[src/rtl/bit_stream_serializer.sv]
// rtl/bit_stream_serializer.sv - parallel-word FIFO feeding an MSB-first single-bit serial stream
// Words queue in a small FIFO; a two-state shifter streams them back-to-back with framing strobes.
module bit_stream_serializer #(
  parameter int WIDTH = 16,
  parameter int DEPTH = 2
) (
  input  logic             clk,
  input  logic             rst,
  input  logic [WIDTH-1:0] in_data,
  input  logic             in_valid,
  output logic             in_ready,
  output logic             ser_x,
  output logic             ser_valid,
  output logic             ser_first,
  output logic             ser_last,
  output logic [7:0]       words_sent
);

  localparam int PW = $clog2(DEPTH);
  localparam int IW = $clog2(WIDTH);

  typedef enum logic {IDLE, SHIFT} state_t;

  logic [WIDTH-1:0] mem [DEPTH];
  logic [PW-1:0]    wr_ptr;
  logic [PW-1:0]    rd_ptr;
  logic [PW:0]      count;
  logic             fifo_empty;
  logic             push;
  logic             pop;
  logic [WIDTH-1:0] head;

  state_t           state;
  logic [WIDTH-1:0] shreg;
  logic [IW-1:0]    bit_idx;
  logic             at_lsb;

  // Full blocks new words even when a pop lands on the same edge.
  assign in_ready   = !rst && (count != (PW+1)'(DEPTH));
  assign fifo_empty = (count == '0);
  assign push       = in_valid && in_ready;
  assign head       = mem[rd_ptr];
  assign at_lsb     = (state == SHIFT) && (bit_idx == '0);
  assign pop        = !fifo_empty && ((state == IDLE) || at_lsb);

  always_ff @(posedge clk) begin
    if (push) begin
      mem[wr_ptr] <= in_data;
    end
  end

  always_ff @(posedge clk or posedge rst) begin
    if (rst) begin
      wr_ptr <= '0;
      rd_ptr <= '0;
      count  <= '0;
    end else begin
      if (push) begin
        wr_ptr <= wr_ptr + 1'b1;
      end
      if (pop) begin
        rd_ptr <= rd_ptr + 1'b1;
      end
      if (push && !pop) begin
        count <= count + 1'b1;
      end else if (!push && pop) begin
        count <= count - 1'b1;
      end
    end
  end

  // Outputs are registered with the values the shifter holds after each edge.
  always_ff @(posedge clk or posedge rst) begin
    if (rst) begin
      state      <= IDLE;
      shreg      <= '0;
      bit_idx    <= '0;
      ser_x      <= 1'b0;
      ser_valid  <= 1'b0;
      ser_first  <= 1'b0;
      ser_last   <= 1'b0;
      words_sent <= 8'd0;
    end else begin
      if (at_lsb) begin
        words_sent <= words_sent + 8'd1;
      end
      if (pop) begin
        state     <= SHIFT;
        shreg     <= head;
        bit_idx   <= IW'(WIDTH - 1);
        ser_x     <= head[WIDTH-1];
        ser_valid <= 1'b1;
        ser_first <= 1'b1;
        ser_last  <= 1'b0;
      end else if ((state == SHIFT) && (bit_idx != '0)) begin
        shreg     <= {shreg[WIDTH-2:0], 1'b0};
        bit_idx   <= bit_idx - 1'b1;
        ser_x     <= shreg[WIDTH-2];
        ser_valid <= 1'b1;
        ser_first <= 1'b0;
        ser_last  <= (bit_idx == IW'(1));
      end else begin
        state     <= IDLE;
        ser_x     <= 1'b0;
        ser_valid <= 1'b0;
        ser_first <= 1'b0;
        ser_last  <= 1'b0;
      end
    end
  end

endmodule

[config.mk]
export PLATFORM = sky130hd
export DESIGN_NAME = bit_stream_serializer
export DESIGN_NICKNAME = d
export VERILOG_FILES = /design/src/rtl/bit_stream_serializer.sv
export SDC_FILE = /design/constraint.sdc
export NUM_CORES = 1
export LEC_CHECK = 0
export ABC_AREA = 1
export CORE_MARGIN = 2
export CORE_UTILIZATION = 37
export DETAILED_ROUTE_END_ITERATION = 16
export PLACE_DENSITY_LB_ADDON = 0.12
export SKIP_LAST_GASP = 1
export SYNTH_ARGS = -nofsm -noshare
export SYNTH_HDL_FRONTEND = slang
export SYNTH_SLANG_ARGS = --single-unit
[constraint.sdc]
create_clock -name clk -period 3.85 [get_ports clk]
set_input_delay 0.77 -clock clk [delete_from_list [all_inputs] [get_ports clk]]
set_output_delay 0.77 -clock clk [all_outputs]
set_load 0.01 [all_outputs]
==> results.yml <==
synth:
  netlist_instances: 278
  netlist_area_mm2: 0.002924
  seq_area_frac_synth_pct: 63.67
  syn_nets: 301
  avgSynthCellArea_um2: 10.52
  synth_compound_area_share_pct: 1.326
  yosys.area_share.simple_pct: 25.63
  synth_cell_types: 25
  synth_xor_xnor_area_share_pct: 2.396
  muxShareOfSynthArea_pct: 0
  synth_top_family_by_area: "simple AND/OR/NAND/NOR gates"
  ys_warn_count: 0
  synth_fa_ha_area_share_pct: 1.712
  synth.ff_latch_count: 68
cts:
  cts-resized-gates: 0
  htree_levels: 3
  cts_buffers: 9
  cts.path.max_buffers: 2
  cts_root_buf: "clkbuf_8"
  clk_latency_ps: 340
  cts_setup_buffers: 0
  path_clk_slew_ps: 70
  cts_tree: "yes"
  holdBufCountCts: 0
  cts_sinks: 68
drt:
  num_vias: 1892
  ant_nets: 0
  route.detailed.drc: 0
  wire_per_inst_um: 11.61
  via_per_inst: 4.505
  drtIter0Drc: 140
  first_pass_iters: 4
  finalWirelength_um: 4875
critical_path:
  required_ps: 3080
  critPathLaunchType: "input port"
  critPathLaunch: "rst"
  crit_chain: "clkdlybuf4s50_1 > a21oi_1 > clkdlybuf4s50_1"
  timing.critical_path.mode_cell: "clkdlybuf4s50_1"
  worstReg2RegEnd: "count[1]$_DFFE_PP0P_"
  ff2ff_path_depth: 9
  r2r_slack_ps: 1750
  crit_type: "input port to output port"
  max_stage_delay_ps: 560
  worstPathArrival_ps: 1920
  crit_family: "buffers and inverters"
  cp_max_fo: 2
  crit_buf_inv: 2
  crit_slowest_cell: "clkdlybuf4s50_1"
  worstSetupEndpointType: "output port"
  r2r-start: "bit_idx[0]$_DFFE_PP0P_"
min_path:
  worstHoldStart: "shreg[4]$_DFFE_PP0P_"
  hold_path_depth: 2
  min_to: "shreg[5]$_DFFE_PP0P_"
  hold_class: "flop to flop"
job:
  drv_cap: 0
grt:
  grt_pass1_wl_um: 8445
  grt_max_degree: 37
  antenna_found_initial: 0
  grt-ovfl-total: 0
  grt_pass1_vias: 1744
  track_usage_pct: 13.01
finish:
  nNetsFinal: 336
  num_antenna_cells: 0
  area_delta_synth_final_pct: 19.13
  drive_gt1_share_pct: 9.119
  final_cells: 420
  utilization_pct: 45.31
placement:
  hpwl_um: 3106
  dp.cells: 404
  portBuffers: 31
  pre_cts_ws_ps: 1167
  place.gp.congestion: 0.7152
sta:
  slew_headroom_pct: 41.79
  finalCritPeriodShare_pct: 69.82
  setup_viol: 0
  tns_ps: 0
  hold_violations: 0
  fmax_mhz: 372.0
  slew_viol_final: 0
  clock_skew_ps: 8.543
  fin_ws_ps: 1162
  worst_pin_slew_ps: 873.2
  min_period_ps: 2688
  rsz0062_at_grt: "false"
floorplanning:
  dieWidth_um: 92.90
  coreArea_mm2: 0.007687
  rows: 32
  dieArea_mm2: 0.008629
  ios: 32
  die_h_um: 92.90
  start_util_pct: 38.04
pwr:
  p_per_area_mw_per_mm2: 661.2
  p_leak_nw: 1.535
  ir_drop_v: 0.0002517
status:
  outcome: "completed"
power breakdown:
part | internal [mW] | switching, mW
sequential | 0.941 | 0.128
clock | 0.295 | 0.251
combinational | 0.261 | 0.428
total | 1.50 | 0.807
cells in the mapped netlist:
library cell  instances  area [um2]
nand2_1              89       334.1
nand3_1              51       255.2
dfrtp_1              36       900.9
edfxtp_1             32       960.9
inv_1                17       63.81
nor2_1                7       26.28
xor2_1                6       52.55
buf_4                 4       30.03
ha_1                  4       50.05
o21ai_0               4       20.02
buf_2                 3       15.01
buf_6                 3       33.78
inv_2                 3       11.26
nand2_4               3       33.78
nor2_4                3       33.78
nand3b_1              2       15.01
nor2_2                2       12.51
xnor2_1               2       17.52
a21oi_1               1       5.000
a21oi_2               1       8.760
nand3_2               1       10.01
nand3_4               1       17.52
nor3_1                1       5.000
o21ai_1               1       5.000
or2_2                 1       6.260
sequential cells by signal, indices dropped and copies added (netlist names), 2 cells and up:
| signal | count |
|---|---|
| bit_idx | 4 |
| count | 2 |
| mem | 32 |
| shreg | 15 |
| words_sent | 8 |
final cells by class:
cell class | instances | area (um2)
Clock inverter | 4 | 42.54
Tap cell | 102 | 127.6
Fill cell | 746 | 4204
Timing Repair Buffer | 34 | 332.8
Inverter | 20 | 75.07
Clock buffer | 12 | 135.1
Multi-Input combinational cell | 180 | 908.4
Sequential cell | 68 | 1862
logic make-up after synthesis:
kind of cell             Yosys count
AO/OA/AOI/OAI                      7
XOR/XNOR                           8
adder cells (fa/ha/maj)            4
buffers and inverters             30
flip-flops                        68
AND/OR/NAND/NOR                  161
how the worst max path moves through the flow:
| stage | endpoint | slack, ps | cells after the start |
|---|---|---|---|
| 2_1_floorplan | mem[1][0]$_DFFE_PP_ | 1560 | 3 |
| 3_3_place_gp | in_ready | 1180 | 3 |
| 3_5_place_dp | in_ready | 1170 | 3 |
| 4_1_cts | in_ready | 1160 | 3 |
| 5_1_grt | in_ready | 1080 | 3 |
| 6_report | in_ready | 1160 | 3 |
tightest hold or removal path: stages (launching register included):
cell and delay, ps:
dfrtp_1 340, nand2_1 50, nand3_1 70
metrics by stage:
stage               instance area, um2  total power, mW  hold WS [ps]
CTS                               3483            2.337         492.6
finish                            3483            2.303         484.7
floorplan                         2924            1.608         453.8
global route                      3483            2.487         526.4
global placement                  3306            1.783         474.8
detailed placement                3306            1.789         479.8
layout by cell type, fill, tap and decap left out, drive strengths merged:
cell,count
inv,20
xor2,6
edfxtp,32
nand2,92
ha,4
nor2,12
nand3,53
clkinv,3
or2,1
bufinv,1
dfrtp,36
a21oi,2
o21ai,5
buf,3
xnor2,2
clkdlybuf4s50,31
nand3b,2
nor3,1
clkbuf,12
per-layer routing:
layer | routed length [um] | global-route usage, % | up-vias
li1 | - | - | 982
met1 | 2486 | 18.25 | 867
met2 | 2087 | 18.00 | 33
met3 | 162 | 3.417 | 10
met4 | 138 | 7.721 | 0
met5 | 0 | 0 | -
Note: power is estimated with default switching activity, not from simulation.
